--- config.mk ---
export PLATFORM = sky130hd
export DESIGN_NAME = adc_decimator_frontend_flat
export DESIGN_NICKNAME = d
export VERILOG_FILES = /design/src/rtl/adc_decimator_frontend_if.sv /design/src/rtl/adc_decimator_frontend.sv /design/src/flat_wrapper.sv
export SDC_FILE = /design/constraint.sdc
export NUM_CORES = 1
export LEC_CHECK = 0
export ABC_CLOCK_PERIOD_IN_PS = 3300
export BUFFER_PORTS_ARGS = -buffer_cell sky130_fd_sc_hd__buf_4
export CAP_MARGIN = 10
export CORE_ASPECT_RATIO = 1.1
export CORE_UTILIZATION = 59
export CTS_CLUSTER_SIZE = 30
export DETAILED_ROUTE_END_ITERATION = 12
export PLACE_DENSITY = 0.84
export SYNTH_ARGS = -nofsm -noshare
export SYNTH_HDL_FRONTEND = slang
export SYNTH_SLANG_ARGS = --single-unit
--- constraint.sdc ---
create_clock -name clk -period 3.3 [get_ports clk]
set_clock_uncertainty 0.15 [all_clocks]
set_input_delay 0.66 -clock clk [delete_from_list [all_inputs] [get_ports clk]]
set_output_delay 0.66 -clock clk [all_outputs]
set_load 0.01 [all_outputs]
--- src/rtl/adc_decimator_frontend_if.sv ---
// Bundle between the ADC capture logic and the effects chain.
// The master side (ADC/control) drives run enable and the code strobe;
// the slave side (decimator) returns decimated samples and the clip flag.
interface adc_decimator_frontend_if #(
  parameter int IN_W  = 12,
  parameter int OUT_W = 16
);
  logic                    enable;
  logic                    adc_valid;
  logic [IN_W-1:0]         adc_data;
  logic signed [OUT_W-1:0] sample_out;
  logic                    sample_valid;
  logic                    clip_led;

  modport master (
    output enable, adc_valid, adc_data,
    input  sample_out, sample_valid, clip_led
  );

  modport slave (
    input  enable, adc_valid, adc_data,
    output sample_out, sample_valid, clip_led
  );
endinterface

--- src/rtl/adc_decimator_frontend.sv ---
// ADC capture front end: drops a warm-up burst, box-car averages and
// decimates by 2**DECIM_LOG2, converts offset-binary codes to signed
// samples and drives a stretched clip indicator.
// Optional feature: define ADC_DC_BLOCK_EN to build a first-order DC
// removal stage on the decimated samples.
module adc_decimator_frontend #(
  parameter int IN_W       = 12,
  parameter int OUT_W      = 16,
  parameter int DECIM_LOG2 = 2,
  parameter int WARMUP     = 16,
  parameter int CLIP_HOLD  = 2500000,
  parameter int DC_SHIFT   = 10
) (
  input logic clk,
  input logic rst_n,
  adc_decimator_frontend_if.slave bus
);

  localparam int ACC_W  = IN_W + DECIM_LOG2;
  localparam int DCNT_W = (DECIM_LOG2 > 0) ? DECIM_LOG2 : 1;
  localparam int WCNT_W = (WARMUP > 1) ? $clog2(WARMUP) : 1;
  localparam int CCNT_W = (CLIP_HOLD > 0) ? $clog2(CLIP_HOLD + 1) : 1;

  localparam logic [DCNT_W-1:0] DEC_LAST  = DCNT_W'((1 << DECIM_LOG2) - 1);
  localparam logic [WCNT_W-1:0] WARM_LAST = WCNT_W'(WARMUP - 1);
  localparam logic [CCNT_W-1:0] CLIP_LOAD = CCNT_W'(CLIP_HOLD);
  localparam logic [IN_W-1:0]   CODE_MAX  = '1;

  typedef enum logic {WARM, ACC} state_t;

  state_t                  state_q, state_d;
  logic [WCNT_W-1:0]       warm_cnt_q, warm_cnt_d;
  logic [DCNT_W-1:0]       dec_cnt_q, dec_cnt_d;
  logic [ACC_W-1:0]        acc_q, acc_d;
  logic [CCNT_W-1:0]       clip_cnt_q, clip_cnt_d;
  logic                    clip_led_q, clip_led_d;
  logic signed [OUT_W-1:0] sample_q, sample_d;
  logic                    valid_q, valid_d;

  logic                    accept;
  logic                    emit;
  logic [ACC_W-1:0]        sum;
  logic [IN_W-1:0]         mean;
  logic [IN_W-1:0]         twos;
  logic signed [OUT_W-1:0] x;
  logic signed [OUT_W-1:0] y;

  // Datapath: running sum including the current code, truncating mean, offset-binary to signed
  always_comb begin
    accept = bus.enable && bus.adc_valid;
    sum    = acc_q + ACC_W'(bus.adc_data);
    mean   = IN_W'(sum >> DECIM_LOG2);
    twos   = {~mean[IN_W-1], mean[IN_W-2:0]};
    x      = {{(OUT_W - IN_W){twos[IN_W-1]}}, twos};
  end

  // Warm-up / accumulate sequencing; dropping enable re-arms the warm-up
  always_comb begin
    state_d    = state_q;
    warm_cnt_d = warm_cnt_q;
    dec_cnt_d  = dec_cnt_q;
    acc_d      = acc_q;
    emit       = 1'b0;
    if (!bus.enable) begin
      state_d    = WARM;
      warm_cnt_d = '0;
      dec_cnt_d  = '0;
      acc_d      = '0;
    end else begin
      case (state_q)
        WARM: begin
          if (WARMUP == 0) begin
            state_d = ACC;
          end else if (accept) begin
            if (warm_cnt_q == WARM_LAST) begin
              state_d    = ACC;
              warm_cnt_d = '0;
              dec_cnt_d  = '0;
              acc_d      = '0;
            end else begin
              warm_cnt_d = warm_cnt_q + 1'b1;
            end
          end
        end
        ACC: begin
          if (accept) begin
            if (dec_cnt_q == DEC_LAST) begin
              emit      = 1'b1;
              acc_d     = '0;
              dec_cnt_d = '0;
            end else begin
              acc_d     = sum;
              dec_cnt_d = dec_cnt_q + 1'b1;
            end
          end
        end
        default: state_d = WARM;
      endcase
    end
  end

  // Clip stretcher: a full-scale code reloads the hold count, otherwise it drains to zero
  always_comb begin
    clip_cnt_d = clip_cnt_q;
    if (accept && ((bus.adc_data == '0) || (bus.adc_data == CODE_MAX))) begin
      clip_cnt_d = CLIP_LOAD;
    end else if (clip_cnt_q != '0) begin
      clip_cnt_d = clip_cnt_q - 1'b1;
    end
    clip_led_d = (clip_cnt_d != '0);
  end

`ifdef ADC_DC_BLOCK_EN
  localparam int DC_W = OUT_W + DC_SHIFT;

  logic signed [DC_W-1:0]  dc_est_q, dc_est_d;
  logic signed [OUT_W-1:0] dc_mean;
  logic signed [OUT_W:0]   diff;

  // DC removal: subtract the scaled estimate, saturate, and fold the residue back into the estimate
  always_comb begin
    dc_mean = OUT_W'(dc_est_q >>> DC_SHIFT);
    diff    = {x[OUT_W-1], x} - {dc_mean[OUT_W-1], dc_mean};
    if (diff[OUT_W] != diff[OUT_W-1]) begin
      y = diff[OUT_W] ? {1'b1, {(OUT_W-1){1'b0}}} : {1'b0, {(OUT_W-1){1'b1}}};
    end else begin
      y = diff[OUT_W-1:0];
    end
    dc_est_d = emit ? (dc_est_q + DC_W'(diff)) : dc_est_q;
  end

  // DC estimate register; only reset clears it, enable does not
  always_ff @(posedge clk or negedge rst_n) begin
    if (!rst_n) begin
      dc_est_q <= '0;
    end else begin
      dc_est_q <= dc_est_d;
    end
  end
`else
  assign y = x;
`endif

  // Output staging: sample holds between strobes, strobe lasts a single cycle
  always_comb begin
    valid_d  = emit;
    sample_d = emit ? y : sample_q;
  end

  // State and output registers
  always_ff @(posedge clk or negedge rst_n) begin
    if (!rst_n) begin
      state_q    <= WARM;
      warm_cnt_q <= '0;
      dec_cnt_q  <= '0;
      acc_q      <= '0;
      clip_cnt_q <= '0;
      clip_led_q <= 1'b0;
      sample_q   <= '0;
      valid_q    <= 1'b0;
    end else begin
      state_q    <= state_d;
      warm_cnt_q <= warm_cnt_d;
      dec_cnt_q  <= dec_cnt_d;
      acc_q      <= acc_d;
      clip_cnt_q <= clip_cnt_d;
      clip_led_q <= clip_led_d;
      sample_q   <= sample_d;
      valid_q    <= valid_d;
    end
  end

  assign bus.sample_out   = sample_q;
  assign bus.sample_valid = valid_q;
  assign bus.clip_led     = clip_led_q;

endmodule

--- src/flat_wrapper.sv ---
// flat-port wrapper written by rule: the top's interface ports become plain ports
module adc_decimator_frontend_flat 
#(
  parameter int IN_W       = 12,
  parameter int OUT_W      = 16,
  parameter int DECIM_LOG2 = 2,
  parameter int WARMUP     = 16,
  parameter int CLIP_HOLD  = 2500000,
  parameter int DC_SHIFT   = 10
)
  (clk, rst_n, bus_enable, bus_adc_valid, bus_adc_data, bus_sample_out, bus_sample_valid, bus_clip_led);
  adc_decimator_frontend_if #(.IN_W(IN_W), .OUT_W(OUT_W)) bus_i ();
  input logic clk;
  input logic rst_n;
  input wire logic [$bits(bus_i.enable)-1:0] bus_enable;
  input wire logic [$bits(bus_i.adc_valid)-1:0] bus_adc_valid;
  input wire logic [$bits(bus_i.adc_data)-1:0] bus_adc_data;
  output wire logic [$bits(bus_i.sample_out)-1:0] bus_sample_out;
  output wire logic [$bits(bus_i.sample_valid)-1:0] bus_sample_valid;
  output wire logic [$bits(bus_i.clip_led)-1:0] bus_clip_led;
  assign bus_i.enable = bus_enable;
  assign bus_i.adc_valid = bus_adc_valid;
  assign bus_i.adc_data = bus_adc_data;
  assign bus_sample_out = bus_i.sample_out;
  assign bus_sample_valid = bus_i.sample_valid;
  assign bus_clip_led = bus_i.clip_led;
  adc_decimator_frontend #(.IN_W(IN_W), .OUT_W(OUT_W), .DECIM_LOG2(DECIM_LOG2), .WARMUP(WARMUP), .CLIP_HOLD(CLIP_HOLD), .DC_SHIFT(DC_SHIFT)) u_core (.clk(clk), .rst_n(rst_n), .bus(bus_i));
endmodule
==> out/metrics.csv, run 1 <==
stage,metric,value,unit
yosys,syn_inst,344,
yosys,synth-seq-cells,57,
final_layout,nets,410,
drt,drt-pass1-iter-count,5,
grt,grt_overflow_total,0,
critical_path,cp-start-kind,flip-flop,
drt,wl_per_cell,17.03,um
clock_network,cts_num_sinks,57,
clock_network,path_clk_slew,0.07,ns
place,place_congestion,0.8957,
yosys,ys_warn_count,0,
yosys,synth_top_family_by_area,simple AND/OR/NAND/NOR gates,
final_layout,final_cell_mix,"57 x dfrtp_1, 38 x buf_4, 28 x nor2_1",
drt,detail_route.vias_per_cell,6.135,
sta,clock.fmax,343.3,MHz
yosys,synth.distinct_cells,63,
sta,rsz0062_at_grt,false,
clock_network,cts_made_buffers,9,
critical_path,rr_worst_depth,9,
yosys,synthAdderAreaFrac,0.06224,
place,port_buffers,33,
yosys,synth_area_per_cell,9.700,sq um
sta,finalCritPeriodShare,0.8827,
critical_path,critPathCaptureType,flip-flop,
yosys,synth_compound_area_frac,0.1755,
sta,slew-limit-headroom,0.4601,
yosys,synth-edff-count,0,
yosys,async_reset_ff_frac,1.000,
grt,grtUsageTotal,0.2934,
final_layout,syn_to_final_growth,15.19,%
drt,wl,7.802,mm
sta,setup_tns,0,ns
die,num_rows,28,
critical_path,startpoint,u_core.clip_cnt_q[0]$_DFF_PN0_,
grt,grt_pass1_wl,13.15,mm
die,dieWidth,73.71,um
yosys,yosys.area_share.simple,0.2055,
yosys,synthFlopType,dfrtp_1,
yosys,synth-seq-area-share,0.4274,
critical_path,critPathArrivalTime,2.96,ns
die,core-area,5430,sq um
final_layout,finish.instance_area,3844,sq um
clock_network,clockBufferDepth,2,
flow_run,drv_cap,0,
clock_network,cts_root_buf,clkbuf_8,
power_and_ir_drop,powerDensity,429.3,nW/um^2
die,start_util,0.6145,
place,dpl.hpwl,5.525,mm
die,die_h,80.88,um
drt,drt_iter0_drc,253,
drt,route.detailed.drc,0,
yosys,synth.area.mux_share,0.02925,
clock_network,postCtsResizedCells,0,
clock_network,insertion_delay,0.34,ns
critical_path,critPathMaxFanout,6,
die,ios,34,
clock_network,htreeDepth,3,
sta,slew_violations,0,
sta,setup_viol,0,
drt,ant_nets,0,
power_and_ir_drop,total_leakage_power,1.659,nW
grt,antenna_found_initial,0,
clock_network,cts_setup_buffers,0,
yosys,synthesis.nets,376,
final_layout,fillerInstances,389,
critical_path,path_class,flip-flop to flip-flop,
sta,report.final.hold_viol_count,0,
power_and_ir_drop,ir_worst_vdd,0.0004539,V
place,dpl_cell_area,3636,sq um
critical_path,rr_startpoint,u_core.clip_cnt_q[0]$_DFF_PN0_,
grt,grt_pass1_vias,2852,
sta,layout_setup_ws,0.3872,ns
yosys,synth_xor_area_frac,0.06824,
final_layout,antennaDiodeCount,0,
drt,detailroute.via_count,2810,
yosys,synth_area,3337,sq um
critical_path,required,3.35,ns
status,status,completed,
sta,worstMarginPinSlew,0.8069,ns
grt,grt_max_degree,58,
clock_network,cts_hold_buf,0,
clock_network,cts_tree,yes,
sta,period_minus_slack,2.913,ns
die,dieArea,5961,sq um
final_layout,layout_commonest_cell,dfrtp_1,
min_path,hp-class,input pin to asynchronous set/reset pin,
place,dp_slack,0.3622,ns
final_layout,layout-drive-gt1-share,0.1958,
## final timing paths
| check | slack, ns | to |
|---|---|---|
| min reg2reg | 0.33 | u_core.bus.sample_out[1]$_DFFE_PN0P_ |
| max reg2reg | 0.39 | u_core.bus.clip_led$_DFF_PN0_ |
| max | 0.39 | u_core.bus.clip_led$_DFF_PN0_ |
| max in group asynchronous | 2.29 | u_core.acc_q[9]$_DFFE_PN0P_ |
| min | 0.22 | u_core.warm_cnt_q[0]$_DFFE_PN0P_ |
| min in group clk | 0.33 | u_core.bus.sample_out[1]$_DFFE_PN0P_ |
## per-layer routing
| metal | global-route usage | up-vias | routed length (um) | share of wire |
|---|---|---|---|---|
| met5 | 0 | - | 0 | 0 |
| met4 | 0.1308 | 0 | 168 | 0.022 |
| met3 | 0.06452 | 20 | 358 | 0.046 |
| met2 | 0.5092 | 92 | 4051 | 0.52 |
| met1 | 0.3459 | 1367 | 3224 | 0.41 |
| li1 | - | 1331 | - | - |
## worst max-delay path: stages (launching register included)
cell and delay, ns:
dfrtp_1 0.41, inv_1 0.10, ha_1 0.28, or4b_1 0.50, or4_1 0.44, nand2_1 0.11
o211ai_1 0.09, a211o_1 0.25, nor4_1 0.27, o2111ai_1 0.16
## flip-flops by register name (all words and copies together), names as in the netlist
register,cells
u_core.bus.sample_out,12
u_core.clip_cnt_q,22
u_core.bus.clip_led,1
u_core.dec_cnt_q,2
u_core.warm_cnt_q,4
u_core.bus.sample_valid,1
u_core.state_q,1
u_core.acc_q,14
## synthesized netlist by cell type, types with 3 or more instances
cell,instances,area [sq um]
xor2_1,13,113.9
or4_1,4,30.03
nand4_1,7,43.79
clkbuf_1,7,26.28
mux2i_1,3,30.03
inv_1,6,22.52
nand3_1,5,25.02
nand2_1,27,101.4
nor3_1,14,70.07
a31oi_1,3,18.77
mux2_2,6,67.56
o21ai_0,21,105.1
o21bai_1,3,22.52
nor2_1,28,105.1
or3_1,4,25.02
nor4_1,7,43.79
dfrtp_1,57,1426
a22o_1,9,78.83
ha_1,15,187.7
and2_1,3,18.77
xnor2_1,13,113.9
buf_4,4,30.03
a21oi_1,17,85.08
a21o_1,4,30.03
nand2b_1,4,25.02
o21a_1,3,22.52
nor2b_1,6,37.54
or2_2,5,31.28
## power by group
part	leakage [nW]	switching, mW	internal [mW]	total, mW
sequential	0.710	0.0654	0.735	0.801
clock	0.107	0.276	0.410	0.686
combinational	0.842	0.0961	0.0678	0.164
## kinds of logic after synthesis
| family | count (synthesis) |
|---|---|
| AND/OR/NAND/NOR | 128 |
| AO/OA/AOI/OAI | 86 |
| flip-flops | 57 |
| XOR/XNOR | 26 |
| buffers and inverters | 22 |
| adder cells (fa/ha/maj) | 16 |
| multiplexers | 9 |
## layout make-up
type,count,area [sq um],area share
multi-input cells,265,1804,0.4694
flip-flops and latches,57,1426,0.3711
repair buffers,38,285.3,0.07422
clock buffers,14,172.7,0.04492
well taps,75,93.84,0.02441
clock inverters,2,35.03,0.009115
inverters,7,26.28,0.006836
## metrics by stage
stage               utilization  power [mW]  instances  hold WS, ns
detailed placement       0.6696      0.9726        442       0.3237
global placement         0.6696      0.9605        442       0.3133
global route             0.7078       1.711        458       0.2810
finish                   0.7078       1.650        458       0.2217
floorplan                     -      0.9063        344       0.2144
CTS                      0.7078       1.654        458       0.2429
No activity file was read; power rests on OpenSTA's default activity.
==> inputs of run 2 (changes only) <==
Settings changed: CORE_UTILIZATION 59 to 60, CTS_BUF_LIST set to sky130_fd_sc_hd__clkbuf_8, PLACE_DENSITY 0.84 to 0.85.
==> out/metrics.csv, run 2 (synthesis results as in run 1) <==
stage,metric,value,unit,change
clock_network,cts_num_sinks,57,,unchanged
place,place_congestion,0.9340,,was 0.8957
clock_network,cts_setup_buffers,0,,unchanged
drt,drt-pass1-iter-count,4,,was 5
sta,period_minus_slack,2.890,ns,was 2.913 ns
die,dieArea,5864,sq um,was 5961 sq um
die,die_h,80.22,um,was 80.88 um
sta,worstMarginPinSlew,0.7866,ns,was 0.8069 ns
drt,wl,7.776,mm,was 7.802 mm
power_and_ir_drop,powerDensity,430.4,nW/um^2,was 429.3 nW/um^2
die,num_rows,28,,unchanged
sta,report.final.hold_viol_count,0,,unchanged
critical_path,cp-start-kind,flip-flop,,unchanged
critical_path,critPathMaxFanout,10,,was 6
final_layout,antennaDiodeCount,0,,unchanged
clock_network,cts_root_buf,clkbuf_8,,unchanged
clock_network,htreeDepth,3,,unchanged
grt,grt_overflow_total,0,,unchanged
power_and_ir_drop,ir_worst_vdd,0.0003749,V,was 0.0004539 V
drt,drt_iter0_drc,303,,was 253
place,dpl.hpwl,5.445,mm,was 5.525 mm
sta,finalCritPeriodShare,0.8757,,was 0.8827
final_layout,nets,409,,was 410
power_and_ir_drop,total_leakage_power,1.662,nW,was 1.659 nW
drt,detail_route.vias_per_cell,6.219,,was 6.135
grt,grt_pass1_wl,12.88,mm,was 13.15 mm
grt,grtUsageTotal,0.2935,,was 0.2934
final_layout,final_cell_mix,"57 x dfrtp_1, 37 x buf_4, 28 x nor2_1",,"was 57 x dfrtp_1, 38 x buf_4, 28 x nor2_1"
final_layout,fillerInstances,401,,was 389
final_layout,largest_reg_flops,22,,unchanged
place,dp_slack,0.3758,ns,was 0.3622 ns
die,core-area,5360,sq um,was 5430 sq um
sta,slew_violations,0,,unchanged
flow_run,drv_cap,0,,unchanged
grt,grt_pass1_vias,2779,,was 2852
place,port_buffers,33,,unchanged
final_layout,layout-drive-gt1-share,0.1937,,was 0.1958
critical_path,critPathCaptureType,flip-flop,,unchanged
drt,ant_nets,0,,unchanged
clock_network,path_clk_slew,0.07,ns,about the same
status,status,completed,,unchanged
clock_network,clockBufferDepth,2,,unchanged
drt,wl_per_cell,17.02,um,was 17.03 um
die,start_util,0.6225,,was 0.6145
sta,setup_viol,0,,unchanged
sta,rsz0062_at_grt,false,,unchanged
final_layout,largest-register,u_core.clip_cnt_q,,unchanged
clock_network,cts_tree,yes,,unchanged
drt,route.detailed.drc,0,,unchanged
sta,slew-limit-headroom,0.4737,,was 0.4601
die,dieWidth,73.11,um,was 73.71 um
critical_path,path_class,flip-flop to flip-flop,,unchanged
grt,antenna_found_initial,0,,unchanged
die,ios,34,,unchanged
critical_path,critPathArrivalTime,2.95,ns,was 2.96 ns
drt,detailroute.via_count,2842,,was 2810
sta,clock.fmax,346.0,MHz,was 343.3 MHz
grt,grt_max_degree,58,,unchanged
clock_network,cts_hold_buf,0,,unchanged
final_layout,layout_commonest_cell,dfrtp_1,,unchanged
sta,setup_tns,0,ns,unchanged
final_layout,syn_to_final_growth,14.96,%,was 15.19%
critical_path,required,3.36,ns,was 3.35 ns
clock_network,cts_made_buffers,9,,unchanged
sta,layout_setup_ws,0.4101,ns,was 0.3872 ns
min_path,hp-class,input pin to asynchronous set/reset pin,,unchanged
power_and_ir_drop,total_power,1.651,mW,was 1.650 mW
clock_network,insertion_delay,0.34,ns,about the same
clock_network,postCtsResizedCells,0,,unchanged
==> run 2: cell types whose count changed in the layout (fill, tap and decap cells not counted) <==
cell | previous run | this run
clkbuf_1 | 2 | 0
inv_1 | 6 | 8
buf_4 | 38 | 37
==> run 2: cell type report <==
type                    count  area, sq um  share of cell area
multi-input cells         265         1804              0.4703
flip-flops and latches     57         1426              0.3718
repair buffers             37        277.8             0.07241
clock buffers              12        165.2             0.04305
well taps                  75        93.84             0.02446
clock inverters             4        42.54             0.01109
inverters                   7        26.28            0.006849
==> run 2: worst max-delay path, cell delays in order (launching register included) <==
cell and delay [ns]:
dfrtp_1 0.40, inv_1 0.11, ha_1 0.26, nor4b_2 0.39, nand4_1 0.18, buf_4 0.23, o21ai_2 0.17, mux2i_1 0.11
a211o_1 0.30, nor4_1 0.28, o2111ai_1 0.16
==> run 2: per-layer routing <==
metal | up-vias | GRT usage | part of all wire
li1 | 1332 | - | -
met1 | 1391 | 0.3485 | 0.41
met2 | 92 | 0.4898 | 0.52
met3 | 27 | 0.07403 | 0.048
met4 | 0 | 0.1451 | 0.025
met5 | - | 0 | 0
==> run 2: report_power, final <==
group / total [mW] / internal, mW / switching (mW)
registers: 0.800 / 0.735 / 0.0643
logic: 0.163 / 0.0676 / 0.0953
clock network: 0.689 / 0.404 / 0.285
total: 1.65 / 1.21 / 0.444
==> run 2: per-stage QoR <==
step,instances,instance area (sq um),util,hold WS (ns)
2_1_floorplan,344,3337,-,0.2144
3_3_place_gp,441,3628,0.6769,0.3117
3_5_place_dp,441,3628,0.6769,0.3213
4_1_cts,457,3836,0.7157,0.2416
5_1_grt,457,3836,0.7157,0.2783
6_report,457,3836,0.7157,0.2247
==> run 2: final timing paths <==
path / from / end / slack [ns] / cells after the start
max in group asynchronous: rst_n / u_core.bus.sample_out[5]$_DFFE_PN0P_ / 2.31 / 1
worst max-delay path: u_core.clip_cnt_q[0]$_DFF_PN0_ / u_core.bus.clip_led$_DFF_PN0_ / 0.41 / 10
worst min register to register: u_core.bus.sample_out[0]$_DFFE_PN0P_ / u_core.bus.sample_out[0]$_DFFE_PN0P_ / 0.33 / 2
min in group clk: u_core.bus.sample_out[0]$_DFFE_PN0P_ / u_core.bus.sample_out[0]$_DFFE_PN0P_ / 0.33 / 2
worst max register to register: u_core.clip_cnt_q[0]$_DFF_PN0_ / u_core.bus.clip_led$_DFF_PN0_ / 0.41 / 10
worst min-delay path: rst_n / u_core.acc_q[11]$_DFFE_PN0P_ / 0.22 / 1
